**src/rtl/rf_arb_pkg.sv**
```systemverilog
// Shared types for the register-file write-port arbiter.
// A write request is a destination register plus its data.
package rf_arb_pkg;

    localparam int REG_ADDR_W = 4;
    localparam int DATA_W     = 16;

    typedef struct packed {
        logic [REG_ADDR_W-1:0] addr;
        logic [DATA_W-1:0]     data;
    } wr_req_t;

    typedef enum logic [1:0] {
        GNT_NONE = 2'd0,
        GNT_PIPE = 2'd1,
        GNT_AUX  = 2'd2
    } grant_t;

endpackage

```
**src/rtl/rf_arb_fifo.sv**
```systemverilog
// Aux write buffer: circular FIFO of write requests.
// It exposes per-entry valid/addr so the arbiter can build the pending mask and the WAW compare.
module rf_arb_fifo
    import rf_arb_pkg::*;
#(
    parameter int DEPTH = 4
) (
    input  logic                               clk,
    input  logic                               rst_n,
    input  logic                               push,
    input  wr_req_t                            push_req,
    input  logic                               pop,
    output wr_req_t                            head,
    output logic                               full,
    output logic                               empty,
    output logic [$clog2(DEPTH):0]             count,
    output logic [DEPTH-1:0]                   ent_valid,
    output logic [DEPTH-1:0][REG_ADDR_W-1:0]   ent_addr
);

    localparam int PTR_W = $clog2(DEPTH);

    wr_req_t          mem [DEPTH];
    logic [PTR_W-1:0] wr_ptr;
    logic [PTR_W-1:0] rd_ptr;
    logic [PTR_W:0]   cnt;
    logic [DEPTH-1:0] valid;
    logic             do_push;
    logic             do_pop;

    assign full    = (cnt == (PTR_W+1)'(DEPTH));
    assign empty   = (cnt == '0);
    assign do_push = push && !full;
    assign do_pop  = pop && !empty;

    always_ff @(posedge clk) begin
        if (!rst_n) begin
            wr_ptr <= '0;
            rd_ptr <= '0;
            cnt    <= '0;
            valid  <= '0;
        end else begin
            // push and pop never target the same slot: that needs full or empty
            if (do_push) begin
                wr_ptr        <= wr_ptr + PTR_W'(1);
                valid[wr_ptr] <= 1'b1;
            end
            if (do_pop) begin
                rd_ptr        <= rd_ptr + PTR_W'(1);
                valid[rd_ptr] <= 1'b0;
            end
            cnt <= cnt + (PTR_W+1)'(do_push) - (PTR_W+1)'(do_pop);
        end
    end

    always_ff @(posedge clk) begin
        if (do_push) begin
            mem[wr_ptr] <= push_req;
        end
    end

    always_comb begin
        for (int i = 0; i < DEPTH; i++) begin
            ent_addr[i] = mem[i].addr;
        end
    end

    assign head      = mem[rd_ptr];
    assign count     = cnt;
    assign ent_valid = valid;

endmodule

```
**src/rtl/rf_wr_arbiter.sv**
```systemverilog
// Shares the single register-file write port between pipeline writeback and a buffered aux writer.
// Aux writes fill idle slots; starvation or a WAW hazard stalls the pipeline to force a drain.
module rf_wr_arbiter
    import rf_arb_pkg::*;
#(
    parameter int DEPTH        = 4,
    parameter int STARVE_LIMIT = 8
) (
    input  logic                    clk,
    input  logic                    rst_n,
    input  logic                    pipe_we,
    input  logic [REG_ADDR_W-1:0]   pipe_addr,
    input  logic [DATA_W-1:0]       pipe_data,
    output logic                    pipe_stall,
    input  logic                    aux_valid,
    input  logic [REG_ADDR_W-1:0]   aux_addr,
    input  logic [DATA_W-1:0]       aux_data,
    output logic                    aux_ready,
    output logic                    rf_we,
    output logic [REG_ADDR_W-1:0]   rf_addr,
    output logic [DATA_W-1:0]       rf_data,
    output logic [15:0]             pend_mask,
    output logic [$clog2(DEPTH):0]  aux_cnt
);

    localparam int SW = $clog2(STARVE_LIMIT + 1);

    wr_req_t                           head;
    wr_req_t                           push_req;
    logic                              full;
    logic                              empty;
    logic [DEPTH-1:0]                  ent_valid;
    logic [DEPTH-1:0][REG_ADDR_W-1:0]  ent_addr;
    logic                              push;
    logic                              pop;
    logic                              pipe_live;
    logic                              waw_hit;
    logic                              starve_hit;
    logic [SW-1:0]                     starve_cnt;
    grant_t                            grant;

    // R0 is hardwired zero, so aux writes to it are acknowledged but dropped
    assign push     = aux_valid && !full && (aux_addr != '0);
    assign push_req = '{addr: aux_addr, data: aux_data};
    assign pop      = (grant == GNT_AUX);

    rf_arb_fifo #(.DEPTH(DEPTH)) u_fifo (
        .clk       (clk),
        .rst_n     (rst_n),
        .push      (push),
        .push_req  (push_req),
        .pop       (pop),
        .head      (head),
        .full      (full),
        .empty     (empty),
        .count     (aux_cnt),
        .ent_valid (ent_valid),
        .ent_addr  (ent_addr)
    );

    assign aux_ready  = !full;
    assign pipe_live  = pipe_we && (pipe_addr != '0);
    assign starve_hit = (starve_cnt == SW'(STARVE_LIMIT));

    always_comb begin
        waw_hit   = 1'b0;
        pend_mask = '0;
        for (int i = 0; i < DEPTH; i++) begin
            if (ent_valid[i]) begin
                pend_mask[ent_addr[i]] = 1'b1;
                if (ent_addr[i] == pipe_addr) waw_hit = 1'b1;
            end
        end
        pend_mask[0] = 1'b0;
        waw_hit      = waw_hit && pipe_live;
    end

    always_comb begin
        pipe_stall = !empty && (starve_hit || waw_hit);
        grant      = GNT_NONE;
        if (pipe_stall)     grant = GNT_AUX;
        else if (pipe_live) grant = GNT_PIPE;
        else if (!empty)    grant = GNT_AUX;
    end

    always_ff @(posedge clk) begin
        if (!rst_n) begin
            starve_cnt <= '0;
        end else if (empty || pop) begin
            starve_cnt <= '0;
        end else if (!starve_hit) begin
            starve_cnt <= starve_cnt + SW'(1);
        end
    end

    always_ff @(posedge clk) begin
        if (!rst_n) begin
            rf_we   <= 1'b0;
            rf_addr <= '0;
            rf_data <= '0;
        end else begin
            case (grant)
                GNT_PIPE: begin
                    rf_we   <= 1'b1;
                    rf_addr <= pipe_addr;
                    rf_data <= pipe_data;
                end
                GNT_AUX: begin
                    rf_we   <= 1'b1;
                    rf_addr <= head.addr;
                    rf_data <= head.data;
                end
                default: rf_we <= 1'b0;
            endcase
        end
    end

endmodule

```
**config.mk**
```make
export PLATFORM = sky130hd
export DESIGN_NAME = rf_wr_arbiter
export DESIGN_NICKNAME = d
export VERILOG_FILES = /design/src/rtl/rf_arb_pkg.sv /design/src/rtl/rf_arb_fifo.sv /design/src/rtl/rf_wr_arbiter.sv
export SDC_FILE = /design/constraint.sdc
export NUM_CORES = 1
export LEC_CHECK = 0
export ABC_AREA = 1
export CAP_MARGIN = 20
export CORE_MARGIN = 2
export CORE_UTILIZATION = 51
export CTS_BUF_LIST = sky130_fd_sc_hd__clkbuf_4 sky130_fd_sc_hd__clkbuf_8
export CTS_CLUSTER_DIAMETER = 200
export DETAILED_ROUTE_END_ITERATION = 16
export PLACE_DENSITY_LB_ADDON = 0.25
export SKIP_LAST_GASP = 1
export SYNTH_ARGS = -nofsm -noshare
export SYNTH_HDL_FRONTEND = slang
export SYNTH_SLANG_ARGS = --single-unit
```
**constraint.sdc**
```tcl
create_clock -name clk -period 2 [get_ports clk]
set_input_delay 0.3 -clock clk [delete_from_list [all_inputs] [get_ports clk]]
set_output_delay 0.3 -clock clk [all_outputs]
set_load 0.03 [all_outputs]
```
==> results of run 1 <==
## final cells by class
cell class                 count  area, µm²  area share (%)
sequential                   118       3160            38.2
clock inverter                15        201            2.43
tap                          140        175            2.11
inverter                      80        320            3.87
clock buffer                  17        234            2.82
timing repair buffer         174       1670            20.1
multi-input combinational    416       2520            30.5
## flip-flops by register name (all words and copies together), names as in the netlist, named ones only
register	count
rf_we	1
u_fifo.mem	80
u_fifo.ent_valid	4
starve_cnt	4
rf_data	16
u_fifo.wr_ptr	2
rf_addr	4
u_fifo.count	3
u_fifo.rd_ptr	2
## what timing repair did
item                                    CTS  global route
setup buffers                            10            19
pin swaps                                19            25
gates resized for setup                  88            53
cloned                                    0             0
endpoints found under the setup margin   19            42
hold endpoints to repair                  0             0
## cells in the final DEF (no fill, tap or decap), drive strengths merged
cell           synthesis  layout
clkbuf                16      17
o22ai                  5       5
a32o                  11      11
o311ai                 3       3
a32oi                  1       1
clkinvlp               0       2
o21ai                 26      26
nand3                 62      62
nand3b                 1       1
a41oi                  1       1
o211ai                 3       3
clkdlybuf4s50          0      65
fa                     1       1
nor3                  10      10
a22oi                  2       2
o221ai                 9       9
ha                    11      11
nand4                  1       1
nor2                  70      70
buf                   10     106
a21oi                 28      28
dfxtp                 38      38
inv                   79      81
a31oi                  4       4
nand2                156     156
edfxtp                80      80
clkinv                 1       8
xor2                   8       8
o21bai                 1       1
o21a                   1       1
dlygate4sd2            0       3
conb                   1       1
bufinv                 0       4
## worst paths after layout
path                                                  start                    endpoint  slack [ns]  cells after the start
worst min register to register      rf_data[6]$_SDFFE_PN0P_     rf_data[6]$_SDFFE_PN0P_        0.45                      2
worst max-delay path            u_fifo.mem[3][17]$_DFFE_PP_               pend_mask[15]       -0.21                      7
worst max register to register  u_fifo.mem[0][16]$_DFFE_PP_  u_fifo.count[2]$_SDFF_PN0_       -0.16                     16
worst min-delay path                rf_data[6]$_SDFFE_PN0P_     rf_data[6]$_SDFFE_PN0P_        0.45                      2
## worst max-delay path, cell delays in order, from the launching register on
cell,delay [ns]
edfxtp_1,0.47
buf_4,0.16
buf_6,0.11
clkinv_8,0.07
nor3_4,0.22
inv_2,0.10
o221ai_2,0.19
buf_6,0.16
## stage by stage
stage / cells / setup slack (ns) / cell area [µm²] / hold slack, ns
finish: 960 / -0.213 / 8290 / 0.454
global route: 960 / -0.320 / 8290 / 0.466
CTS: 950 / -0.157 / 8000 / 0.457
detailed placement: 909 / -0.710 / 7210 / 0.444
global placement: 909 / -0.647 / 7210 / 0.440
floorplan: 640 / -0.126 / 5730 / 0.393
## kinds of logic after synthesis
| group | after synthesis | share of synthesized area (%) |
|---|---|---|
| AOI/OAI and AO/OA | 95 | 10.8 |
| DFF | 118 | 55.8 |
| other | 1 | 0.0662 |
| and+or+nand+nor | 300 | 21.8 |
| adders and majority gates | 12 | 2.78 |
| buffers and inverters | 106 | 7.51 |
| xor gates and xnor gates | 8 | 1.24 |
## power breakdown
group | switching (W) | internal (W) | total, W
registers | 0.000227 | 0.00301 | 0.00324
logic | 0.00210 | 0.00131 | 0.00341
clock network | 0.000987 | 0.00136 | 0.00235
## layer usage
metal / wire length, µm / GRT usage (%) / up-vias
met2: 8730 / 49.5 / 248
met5: 0 / 0 / -
li1: - / - / 2495
met4: 595 / 15.0 / 0
met1: 6830 / 35.6 / 2500
met3: 1330 / 7.53 / 48
==> metrics.log, run 1 <==
INFO  metric cell_accounting_for_the_most_synthesized_area = edfxtp_1
INFO  metric mean_cell_area_of_the_mapped_netlist = 8.85 µm²
INFO  metric number_of_endpoints_with_negative_hold_slack_in_the_final_report = 0
INFO  metric clk_lat_worst_skew = 0.43 ns
INFO  metric worst_setup_path_end_kind = output pin
INFO  metric htree_levels = 4
INFO  metric fp.coreArea = 10,800 µm²
INFO  metric ys.warnings.count = 0
INFO  metric grt_pass1_vias = 5,284
INFO  metric synth-seq-cells = 118
INFO  metric grtUsageTotal = 29.7%
INFO  metric synthDistinctLibCells = 35
INFO  metric global_route_wire_length_before_repair = 26,600 µm
INFO  metric maxcap_violations = 0
INFO  metric first_iter_violations = 423
INFO  metric drcViolationCount = 0
INFO  metric cts_inserted_buffers = 17
INFO  metric synth_seq_area_share = 55.8%
INFO  metric fin_skew = 0.0118 ns
INFO  metric most_numerous_cell_in_the_yosys_netlist = nand2_1
INFO  metric setup_slack = -0.213 ns
INFO  metric cp.arrival = 1.91 ns
INFO  metric crit_type = flip-flop to output pin
INFO  metric core.rowCount = 38
INFO  metric yosys_most_used_dff = edfxtp_1
INFO  metric failed_checks = setup timing
INFO  metric dp_hpwl = 12,000 µm
INFO  metric die_h = 109 µm
INFO  metric synth.top_cell.area_share = 42.4%
INFO  metric finish.net_count = 863
INFO  metric drive_gt1_share = 28.0%
INFO  metric nFillCells = 757
INFO  metric fmax = 0.452 GHz
INFO  metric cell_at_the_root_of_the_clock_tree = clkbuf_8
INFO  metric synthTopCellsByCount = 155 x nand2_1, 80 x edfxtp_1, 76 x inv_1
INFO  metric final.min_clock_period = 2.21 ns
INFO  metric via_count = 5,291
INFO  metric post-route-util = 76.4%
INFO  metric initial_core_utilization = 52.3%
INFO  metric worst_ep_required_time = 1.70 ns
INFO  metric ioPinCount = 86
INFO  metric global_route.overflow_total = 0
INFO  metric die_area = 12,000 µm²
INFO  metric worst-path-max-fanout = 4
INFO  metric routabilityCongestion = 0.993
INFO  metric clock_sinks = 118
INFO  metric port_buffers = 84
INFO  metric min_path_type = flip-flop to flip-flop
INFO  metric routed_wirelength = 17,500 µm
INFO  metric mappedNetlistNets = 696
INFO  metric tritoncts = built
INFO  metric clock_tree.buffer_depth = 2
INFO  metric async_reset_ff_share = 0%
INFO  metric final_total_power = 0.00900 W
INFO  metric post_synth_instance_area = 5670 µm²
INFO  metric leakagePower = 3.50 nW
INFO  metric diodes = 0
INFO  metric vdd_ir_drop_max = 1000 µV
INFO  metric synthesis.instances = 640
INFO  metric post_cts_hold_buffer_count = 0
INFO  metric worst_setup_hold_path_clk_slew = 0.07 ns
INFO  metric outcome = finished with violations
INFO  metric timing.critical_path.from_type = flip-flop
INFO  metric largest_cells_by_area_after_synthesis = edfxtp_1 42%, dfxtp_1 13%, nand2_1 10%
INFO  metric crit_share_post_route = 111%
INFO  metric edff_count_synth = 80
INFO  metric antenna_violations_before_repair = 0
INFO  metric grt_start_max_net_pins = 47
INFO  metric ratio_of_routed_vias_to_standard_cells = 5.51
INFO  metric final_antenna_net_count = 0
INFO  metric area_growth = 46.2%
INFO  metric maxSlewViolCount = 0
INFO  metric wl_per_cell = 18.2 µm
INFO  metric timing.final.setup_violations = 18
INFO  metric finalSetupTns = -1.95 ns
INFO  metric pwr_density_cell = 1090 nW/µm²
INFO  metric drt_first_pass_iters = 5
INFO  metric rsz0062_at_grt = true
INFO  metric die_w = 109 µm
(Power assumes the default switching activity.)
==> inputs of run 2 (changes only) <==
--- a/config.mk
+++ b/config.mk
@@ -12,6 +12,7 @@
 export CTS_BUF_LIST = sky130_fd_sc_hd__clkbuf_4 sky130_fd_sc_hd__clkbuf_8
 export CTS_CLUSTER_DIAMETER = 200
 export DETAILED_ROUTE_END_ITERATION = 16
+export GPL_TIMING_DRIVEN = 1
 export PLACE_DENSITY_LB_ADDON = 0.25
 export SKIP_LAST_GASP = 1
 export SYNTH_ARGS = -nofsm -noshare
==> results of run 2 <==
No change in the layout: final DEF, timing and power equal those of run 1.
